$ cat config.mk
export PLATFORM = sky130hd
export DESIGN_NAME = debug_trace_receive
export DESIGN_NICKNAME = d
export VERILOG_FILES = /design/src/rtl/fpga_common_pkg.sv /design/src/rtl/debug_trace_receive_uart_receive.sv /design/src/rtl/sram_1r1w.sv /design/src/rtl/debug_trace_receive.sv
export SDC_FILE = /design/constraint.sdc
export NUM_CORES = 1
export LEC_CHECK = 0
export ABC_AREA = 1
export CAP_MARGIN = 10
export CORE_ASPECT_RATIO = 0.7
export CORE_MARGIN = 8
export CORE_UTILIZATION = 55
export DETAILED_ROUTE_END_ITERATION = 16
export DONT_BUFFER_PORTS = 1
export GPL_TIMING_DRIVEN = 0
export HOLD_SLACK_MARGIN = 0.12
export PLACE_DENSITY = 0.7
export SETUP_SLACK_MARGIN = 0.2
export SLEW_MARGIN = 0
export SYNTH_ARGS = -nofsm -noshare
export SYNTH_HDL_FRONTEND = slang
export SYNTH_SLANG_ARGS = --single-unit
$ cat constraint.sdc
create_clock -name clk -period 5.3 [get_ports clk]
set_clock_uncertainty 0.1 [all_clocks]
set_input_delay 0 -clock clk [delete_from_list [all_inputs] [get_ports clk]]
set_output_delay 0 -clock clk [all_outputs]
set_load 0.02 [all_outputs]
$ cat src/rtl/fpga_common_pkg.sv
// Definitions shared by the UART receive and transmit paths in fpga_common.
package fpga_common_pkg;
  localparam int UART_DATA_BITS = 8;

  typedef enum logic [1:0] {
    IDLE,
    START,
    DATA,
    STOP
  } uart_rx_state_t;
endpackage

$ cat src/rtl/debug_trace_receive_uart_receive.sv
// 8N1 UART receiver: two-flop synchroniser, mid-bit sampling FSM, one-cycle byte strobe.
module uart_receive
  import fpga_common_pkg::*;
#(
  parameter int BAUD_DIVIDE = 1
) (
  input  logic                      clk,
  input  logic                      reset,
  input  logic                      uart_rx,
  output logic [UART_DATA_BITS-1:0] rx_char,
  output logic                      rx_char_valid,
  output logic                      frame_err,
  output logic                      rx_idle
);
  localparam int CW = $clog2(BAUD_DIVIDE) + 1;
  localparam int BW = $clog2(UART_DATA_BITS);
  localparam logic [CW-1:0] HALF_BAUD = CW'(BAUD_DIVIDE / 2);
  localparam logic [CW-1:0] FULL_BAUD = CW'(BAUD_DIVIDE);
  localparam logic [BW-1:0] LAST_BIT  = BW'(UART_DATA_BITS - 1);

  logic rx_meta_p0, rx_sync_p1;
  uart_rx_state_t state, state_nx;
  logic [CW-1:0] bit_cnt, bit_cnt_nx;
  logic [BW-1:0] bit_idx, bit_idx_nx;
  logic [UART_DATA_BITS-1:0] shift, shift_nx;
  logic brk_wait, brk_wait_nx;
  logic char_valid_nx, frame_err_nx;
  logic expire;

  // Synchroniser boundary: everything below sees only rx_sync_p1
  always_ff @(posedge clk or posedge reset) begin
    if (reset) begin
      rx_meta_p0 <= 1'b1;
      rx_sync_p1 <= 1'b1;
    end else begin
      rx_meta_p0 <= uart_rx;
      rx_sync_p1 <= rx_meta_p0;
    end
  end

  assign expire = (bit_cnt <= CW'(1));

  always_comb begin
    state_nx      = state;
    bit_cnt_nx    = bit_cnt;
    bit_idx_nx    = bit_idx;
    shift_nx      = shift;
    brk_wait_nx   = brk_wait;
    char_valid_nx = 1'b0;
    frame_err_nx  = 1'b0;
    case (state)
      IDLE: begin
        if (!rx_sync_p1) begin
          state_nx   = START;
          bit_cnt_nx = HALF_BAUD;
        end
      end
      START: begin
        if (!expire) begin
          bit_cnt_nx = bit_cnt - CW'(1);
        end else if (rx_sync_p1) begin
          state_nx = IDLE;
        end else begin
          state_nx   = DATA;
          bit_cnt_nx = FULL_BAUD;
          bit_idx_nx = '0;
        end
      end
      DATA: begin
        if (!expire) begin
          bit_cnt_nx = bit_cnt - CW'(1);
        end else begin
          shift_nx   = {rx_sync_p1, shift[UART_DATA_BITS-1:1]};
          bit_cnt_nx = FULL_BAUD;
          bit_idx_nx = bit_idx + BW'(1);
          if (bit_idx == LAST_BIT) state_nx = STOP;
        end
      end
      STOP: begin
        // After a bad stop bit, hold here until the line returns high
        if (brk_wait) begin
          if (rx_sync_p1) begin
            brk_wait_nx = 1'b0;
            state_nx    = IDLE;
          end
        end else if (!expire) begin
          bit_cnt_nx = bit_cnt - CW'(1);
        end else if (rx_sync_p1) begin
          char_valid_nx = 1'b1;
          state_nx      = IDLE;
        end else begin
          frame_err_nx = 1'b1;
          brk_wait_nx  = 1'b1;
        end
      end
      default: state_nx = IDLE;
    endcase
  end

  always_ff @(posedge clk or posedge reset) begin
    if (reset) begin
      state         <= IDLE;
      bit_cnt       <= '0;
      bit_idx       <= '0;
      brk_wait      <= 1'b0;
      rx_char_valid <= 1'b0;
      frame_err     <= 1'b0;
    end else begin
      state         <= state_nx;
      bit_cnt       <= bit_cnt_nx;
      bit_idx       <= bit_idx_nx;
      brk_wait      <= brk_wait_nx;
      rx_char_valid <= char_valid_nx;
      frame_err     <= frame_err_nx;
    end
  end

  always_ff @(posedge clk) begin
    shift <= shift_nx;
  end

  assign rx_char = shift;
  assign rx_idle = (state == IDLE);
endmodule

$ cat src/rtl/sram_1r1w.sv
// Simple dual-port storage: one synchronous write port, one combinational read port.
module sram_1r1w #(
  parameter int WIDTH = 32,
  parameter int DEPTH = 8,
  parameter int AW    = $clog2(DEPTH)
) (
  input  logic             clk,
  input  logic             wr_en,
  input  logic [AW-1:0]    wr_addr,
  input  logic [WIDTH-1:0] wr_data,
  input  logic [AW-1:0]    rd_addr,
  output logic [WIDTH-1:0] rd_data
);
  logic [WIDTH-1:0] mem [DEPTH];

  always_ff @(posedge clk) begin
    if (wr_en) mem[wr_addr] <= wr_data;
  end

  assign rd_data = mem[rd_addr];
endmodule

$ cat src/rtl/debug_trace_receive.sv
// Host-to-FPGA debug channel: UART bytes are packed LSB-first into words and queued in a FIFO.
module debug_trace_receive
  import fpga_common_pkg::*;
#(
  parameter int DATA_WIDTH    = 32,
  parameter int FIFO_SIZE     = 8,
  parameter int BAUD_DIVIDE   = 1,
  parameter int TIMEOUT_BAUDS = 32
) (
  input  logic                  clk,
  input  logic                  reset,
  input  logic                  uart_rx,
  output logic                  out_valid,
  output logic [DATA_WIDTH-1:0] out_data,
  input  logic                  out_ready,
  output logic                  frame_err,
  output logic                  overflow
);
  localparam int NB  = (DATA_WIDTH + 7) / 8;
  localparam int AW8 = NB * 8;
  localparam int IW  = (NB > 1) ? $clog2(NB) : 1;
  localparam logic [IW-1:0] LAST_IDX = IW'(NB - 1);
  localparam int TO_LIMIT = TIMEOUT_BAUDS * BAUD_DIVIDE;
  localparam int TW  = $clog2(TO_LIMIT + 1);
  localparam int FAW = $clog2(FIFO_SIZE);

  logic [UART_DATA_BITS-1:0] rx_char;
  logic rx_char_valid, rx_idle;

  uart_receive #(.BAUD_DIVIDE(BAUD_DIVIDE)) u_uart_receive (
    .clk          (clk),
    .reset        (reset),
    .uart_rx      (uart_rx),
    .rx_char      (rx_char),
    .rx_char_valid(rx_char_valid),
    .frame_err    (frame_err),
    .rx_idle      (rx_idle)
  );

  logic [IW-1:0]  byte_idx;
  logic [AW8-1:0] asm_word, byte_ext, asm_merged;
  logic [TW-1:0]  idle_cnt;
  logic           push, push_ok, pop, full;
  logic [DATA_WIDTH-1:0] push_word, mem_rd_data;

  assign byte_ext   = AW8'(rx_char) << {byte_idx, 3'b000};
  assign asm_merged = asm_word | byte_ext;
  assign push       = rx_char_valid && (byte_idx == LAST_IDX);
  assign push_word  = asm_merged[DATA_WIDTH-1:0];

  // Assembly stage: byte index, partial word, inter-byte idle timeout
  always_ff @(posedge clk or posedge reset) begin
    if (reset) begin
      byte_idx <= '0;
      asm_word <= '0;
      idle_cnt <= '0;
    end else if (frame_err) begin
      byte_idx <= '0;
      asm_word <= '0;
      idle_cnt <= '0;
    end else if (rx_char_valid) begin
      idle_cnt <= '0;
      if (push) begin
        byte_idx <= '0;
        asm_word <= '0;
      end else begin
        byte_idx <= byte_idx + IW'(1);
        asm_word <= asm_merged;
      end
    end else if ((byte_idx != '0) && rx_idle) begin
      if (idle_cnt == TW'(TO_LIMIT - 1)) begin
        byte_idx <= '0;
        asm_word <= '0;
        idle_cnt <= '0;
      end else begin
        idle_cnt <= idle_cnt + TW'(1);
      end
    end else begin
      idle_cnt <= '0;
    end
  end

  logic [FAW-1:0] wr_ptr, rd_ptr, rd_ptr_nx;
  logic [FAW:0]   count, count_nx;

  assign pop       = out_valid && out_ready;
  assign full      = (count == (FAW+1)'(FIFO_SIZE));
  assign push_ok   = push && (!full || pop);
  assign rd_ptr_nx = rd_ptr + FAW'(pop);
  assign count_nx  = count + (FAW+1)'(push_ok) - (FAW+1)'(pop);
  assign out_valid = (count != '0);

  sram_1r1w #(.WIDTH(DATA_WIDTH), .DEPTH(FIFO_SIZE)) u_sram_1r1w (
    .clk    (clk),
    .wr_en  (push_ok),
    .wr_addr(wr_ptr),
    .wr_data(push_word),
    .rd_addr(rd_ptr_nx),
    .rd_data(mem_rd_data)
  );

  // FIFO stage: out_data mirrors the next head; a word written into an otherwise empty queue bypasses the RAM
  always_ff @(posedge clk or posedge reset) begin
    if (reset) begin
      wr_ptr   <= '0;
      rd_ptr   <= '0;
      count    <= '0;
      overflow <= 1'b0;
      out_data <= '0;
    end else begin
      wr_ptr <= wr_ptr + FAW'(push_ok);
      rd_ptr <= rd_ptr_nx;
      count  <= count_nx;
      if (push && !push_ok) overflow <= 1'b1;
      if (count_nx != '0) begin
        out_data <= (push_ok && (count_nx == (FAW+1)'(1))) ? push_word : mem_rd_data;
      end
    end
  end
endmodule

Word-level counts from Yosys, hierarchy flattened --
Memory sizes are Yosys's and may differ from the RTL's. Index checks and enable logic that the tools add are counted.
Word-level totals: memory bits (read-only) 0, register bits 102, RAM bits 256, bits in latches 0, output and inout bits 35, logic and storage cells 113, input port bits 4, memories 1
Operators by class: divide/modulo/power cells 0, $mul 0, reduce and logical (&&, ||, !) cells 21, order comparisons 1, bitwise logic cells 1, shift-type cells 1, eq/ne operators 17, multiplexer cells 46, add/sub/neg operators 8
Memory list:
- u_sram_1r1w.mem | words 8, bits a word 32, read ports 1, clocked after memory_dff 0, wr ports 1, line sram_1r1w.sv:14 | logic [WIDTH-1:0] mem [DEPTH];
Operators by type and width (number):
- 32-bit 2-to-1 mux | 6
- 32-bit bitwise OR | 1
- 8-bit by 5-bit left shift with 32-bit output | 1
- 2-bit 2-to-1 mux | 13
- 6-bit 2-to-1 mux | 4
- 1-bit 2-to-1 mux | 17
- 3-bit 2-to-1 mux | 3
- 2-bit != test, second input constant | 4
- 2-bit case mux with 4 select lines | 1
- 4-bit AND reduction | 2
- 4-bit nonzero test | 2
- 3-bit by 1-bit adder with 3-bit output | 2
- 6-bit by 1-bit adder with 6-bit output, second input constant | 1
- 2-bit == test, second input constant | 3
- 6-bit by 5-bit == test with 1-bit output, second input constant | 1
- 1-bit logical AND | 6
- 2-bit by 1-bit != test with 1-bit output, second input constant | 3
- 3-bit case mux with 2 select lines | 1
- 3-bit nonzero test | 2
- 5-bit AND reduction | 1
- 4-bit by 1-bit adder with 4-bit output | 1
- 4-bit by 1-bit == test with 1-bit output, second input constant | 1
- 4-bit == test, second input constant | 1
- 1-bit case mux with 4 select lines | 1
- 14 further kinds | 17

Depth between registers and ports, before layout --
word-level depth 9, mapped depth 17, mapped depth without buffers 16

Modules after synthesis --
A second synthesis with hierarchy kept.
Unflattened totals: cells, all modules 1709, area total of the unflattened synthesis 16198.0 µm²
By module, submodules not included:
- sram_1r1w | area an instance 11232.0 µm², sequential area each 7687.4 µm², times used 1, cells each 1124
- debug_trace_receive | area an instance 4331.7 µm², sequential area each 2077.0 µm², times used 1, cells each 538
- uart_receive | area an instance 634.4 µm², sequential area each 493.0 µm², times used 1, cells each 47

Least setup slack after synthesis --
No wires, ideal clock.
kind reg-to-reg, start point reg count[2], end point mem u_sram_1r1w.mem[6][0], enable pin, buffers on the path 0, data arrival time 3.186 ns, stages on the path, launching flop included 6, path slack 1.553 ns, setup time 0.461 ns, data required time 4.739 ns, period minus slack after synthesis 3.747 ns, cell sequence dfrtp_1 inv_1 ha_1 o211ai_2 nand2_1 nor3_1
Between the ends: word-level cells in the longest chain between the ends 6, elaborated cells on any way between the ends 8, classes of those cells 1 x eq/ne; 2 x mux; 5 x reduce/logical
RTL lines:
- start: declaration | line debug_trace_receive.sv:84 | logic [FAW:0] count, count_nx;
- start signal: assignment | line debug_trace_receive.sv:113 | count <= count_nx;
- 4-bit == test / 4-bit nonzero test (equally long branches) | line debug_trace_receive.sv:87, debug_trace_receive.sv:91
- 1-bit zero test / 1-bit logical AND (equally long branches) | line debug_trace_receive.sv:88, debug_trace_receive.sv:86
- 1-bit logical OR * | line debug_trace_receive.sv:88 | assign push_ok = push && (!full || pop);
- 1-bit logical AND * | line debug_trace_receive.sv:88
- 1-bit 2-to-1 mux * | line sram_1r1w.sv:17 | if (wr_en) mem[wr_addr] <= wr_data;
- 1-bit 2-to-1 mux (implied by the code) * | line sram_1r1w.sv:17
- end: declaration | line sram_1r1w.sv:14
Mark *: on every way between the ends. The rest lies on a longest branch, timed or not.

Final worst setup path --
start point reg byte_idx[1], end point reg out_data[0]
Between the ends: word-level cells in the longest chain between the ends 8, elaborated cells on any way between the ends 11, classes of those cells 2 x add/sub; 2 x eq/ne; 1 x shift; 1 x mux; 1 x bitwise; 4 x reduce/logical
RTL lines:
- start: declaration | line debug_trace_receive.sv:40 | logic [IW-1:0] byte_idx;
- start signal: assignment | line debug_trace_receive.sv:67 | byte_idx <= byte_idx + IW'(1);
- 2-bit == test * | line debug_trace_receive.sv:48 | assign push = rx_char_valid && (byte_idx == LAST_IDX);
- 1-bit logical AND * | line debug_trace_receive.sv:48
- 1-bit logical AND * | line debug_trace_receive.sv:88
- 4-bit by 1-bit adder with 4-bit output * | line debug_trace_receive.sv:90 | assign count_nx = count + (FAW+1)'(push_ok) - (FAW+1)'(pop);
- 4-bit by 1-bit subtractor with 4-bit output * | line debug_trace_receive.sv:90
- named net count_nx[2] | line debug_trace_receive.sv:84
- 4-bit by 1-bit == test with 1-bit output | line debug_trace_receive.sv:116 | out_data <= (push_ok && (count_nx == (FAW+1)'(1))) ? push_word : mem_rd_data;
- 1-bit logical AND | line debug_trace_receive.sv:116
- 32-bit 2-to-1 mux | line debug_trace_receive.sv:116
- end signal: assignment | line debug_trace_receive.sv:116
- end: declaration | line debug_trace_receive.sv:14 | output logic [DATA_WIDTH-1:0] out_data,
The timed path passes the listed nets; every way through them passes the cells marked *. A chain may end at the register's enable or synchronous reset.

==> results_dict.tcl <==
set metrics [dict create \
    outcome "finished, final reports clean" \
    critical_path_arrival_ps 4020 \
    synth_common_cells "nand2_1 (363), edfxtp_1 (264), nand3_1 (163), nor2_1 (111), inv_1 (96)" \
    crit_path_max_incr_delay_ps 600 \
    p_leak_nw 6.79 \
    grt_pass1_wl_microns 58900 \
    cts_root_buf "clkbuf_16" \
    critPathKind "flop to flop" \
    drt_iter0_drc 1297 \
    synth.most_common_cell "nand2_1" \
    fin_setup_tns_ps 0 \
    mappedNetlistNets 1368 \
    synth_area_sq_um 14800 \
    cts_buffer_depth 3 \
    synth_cells 1348 \
    synth_top_area_share_pct 53.5 \
    place.gp.congestion 0.891 \
    final_layout_size_suffix_gt1_share_pct 11.4 \
    end_kind "flop" \
    finalNetCount 1445 \
    required_ps 5610 \
    cts_tree "built" \
    ir_drop_mv 0.413 \
    power_mw 11.5 \
    synth_area_leaders "edfxtp_1 (54%), dfrtp_1 (15%), nand2_1 (9.2%), nand3_1 (5.5%), nor2_1 (2.8%)" \
    dieWidth_microns 212 \
    core_sq_um 26600 \
    grt_pass1_vias 9676 \
    dpl.hpwl_microns 26800 \
    die_h_microns 153 \
    synth_edf_count 264 \
    start_util_pct 55.7 \
    synthFlopType "edfxtp_1" \
    crit_chain "ha_1 -> nand2_1 -> inv_1 -> nand2_1 -> inv_1 -> ha_1 -> inv_1 -> fa_1 -> xnor2_1 -> inv_1 -> nand3_2 -> inv_2 -> nand2_2 -> buf_2 -> nand2_1 -> nand3_1 -> nand2_1" \
    hold_path_startpoint "u_uart_receive.rx_meta_p0" \
    min_period_ps 3710 \
    vias 10400 \
    cp_num_buf_inv 6 \
    overflow 0 \
    maxCapViolCount 0 \
    numCtsBuffers 35 \
    rsz0062_at_grt "no" \
    viasPerCell 5.71 \
    dieArea_sq_um 32500 \
    pin_count 39 \
    cts.clk_slew.worst_paths_ps 60 \
    drc 0 \
    antenna_cells 0 \
    fillCellCount 2048 \
    worstPathMaxFanout 10 \
    yosys.area.top_type "edfxtp_1" \
    slew_headroom_pct 17.0 \
    drv_slew 0 \
    start_kind "flop" \
    ys_seq_elements 357 \
    ant_nets 0 \
    dp_slack_ps 1710 \
    critPathLaunch "byte_idx[1]" \
    setup_ws_ps 1590 \
    fmax_mhz 269 \
    cts-htree-levels 2 \
    synth-seq-area-share_pct 69.2 \
    track_usage_pct 23.9 \
    netlist-cell-type-count 33 \
    ys_warn_count 0 \
    port_buffers 0 \
    avgSynthCellArea_sq_um 11.0 \
    num_rows 50 \
    antenna_found_initial 0 \
    drt-total-wl_microns 38600 \
    cts_resized 0 \
    cp_top_family "simple AND/OR/NAND/NOR gates" \
    holdCritPathClass "flop to flop" \
    hold_viol 0 \
    r2r_start "byte_idx[1]" \
    drt_pass1_iterations 5 \
    worst-slew-pin-transition_ps 1230 \
    period_share_pct 70.1 \
    power_per_cell_area_nw_per_um2 679 \
    clock_latency_ps 540 \
    async_flop_share_pct 26.1 \
    cts.sinks 357 \
    setup_viol 0 \
    wl_per_cell_microns 21.3 \
    holdWs_ps 261 \
    syn_to_final_growth_pct 14.3 \
    grt_max_degree 69 \
    slowest_stage "dfrtp_1" \
]
==> per-stage QoR <==
stage / instance area (sq um) / cells / util, %
6_report: 16900 / 1815 / 63.7
4_1_cts: 16900 / 1810 / 63.5
2_1_floorplan: 14800 / 1348 / -
5_1_grt: 16900 / 1815 / 63.7
3_5_place_dp: 15700 / 1741 / 58.9
3_3_place_gp: 15300 / 1712 / 57.4
==> per-layer routing <==
| layer | track usage [%] | wire length (microns) |
|---|---|---|
| met3 | 6.68 | 4760 |
| met1 | 35.5 | 16600 |
| met4 | 6.04 | 822 |
| met2 | 34.2 | 16400 |
| met5 | 0 | 0 |
==> cells in the final DEF (no fill, tap or decap), types with 18 or more instances in the layout <==
cell type and n:
nand3_1 163, o21a_1 20, buf_2 40, dfrtp_1 91, nor2_1 111, edfxtp_1 264, clkbuf_1 18, inv_1 95
buf_6 31, clkbuf_16 37, o22ai_1 32, o21ai_0 79, nand2_1 363
==> where the power goes <==
group	switching (mW)	leakage [nW]	internal, mW
Clock	1.05	0.583	1.47
Sequential	0.359	3.57	3.70
Combinational	3.49	2.63	1.42
==> state kept, by name, summed over array words and instances (netlist names), named ones only <==
signal,flops
u_uart_receive.rx_char_valid,1
out_data,32
overflow,1
byte_idx,2
u_uart_receive.brk_wait,1
rd_ptr,3
u_uart_receive.frame_err,1
wr_ptr,3
u_uart_receive.rx_meta_p0,1
u_uart_receive.rx_sync_p1,1
idle_cnt,6
u_uart_receive.rx_char,8
u_uart_receive.state,1
asm_word,32
u_uart_receive.bit_idx,3
u_sram_1r1w.mem,256
count,4
==> logic make-up (layout without fill, tap and decap cells) <==
group | count (synthesis) | count (layout) | synth area share, %
compound gates | 146 | 146 | 5.62
flops | 357 | 357 | 69.2
fa+ha+maj | 16 | 16 | 1.40
buf+inv | 170 | 273 | 5.17
simple gates | 655 | 655 | 18.3
xor+xnor | 4 | 4 | 0.287
==> final cells by class <==
cell class | count | area, sq um | share of cell area, %
multi-input combinational | 821 | 3830 | 22.6
sequential | 357 | 10300 | 60.6
clock buffer | 50 | 1040 | 6.17
timing repair buffer | 40 | 455 | 2.69
clock inverter | 13 | 118 | 0.695
inverter | 101 | 382 | 2.25
buffer | 69 | 387 | 2.28
tap | 364 | 455 | 2.69
==> worst paths after layout <==
| path | slack [ps] | cells past startpoint | endpoint |
|---|---|---|---|
| min in group asynchronous | 450 | 4 | out_data[22] |
| setup / recovery | 1590 | 17 | out_data[0] |
| setup reg to reg | 1590 | 17 | out_data[0] |
| hold reg to reg | 260 | 0 | u_uart_receive.rx_sync_p1 |
| hold / removal | 260 | 0 | u_uart_receive.rx_sync_p1 |
| max in group asynchronous | 4250 | 4 | out_data[5] |
==> timing repair <==
action / 4_1_cts / 5_1_grt
setup buffers: 0 / 0
hold buffers: 6 / 0
hold endpoints to repair: 98 / 0
Power figures use the tool's default switching activity.
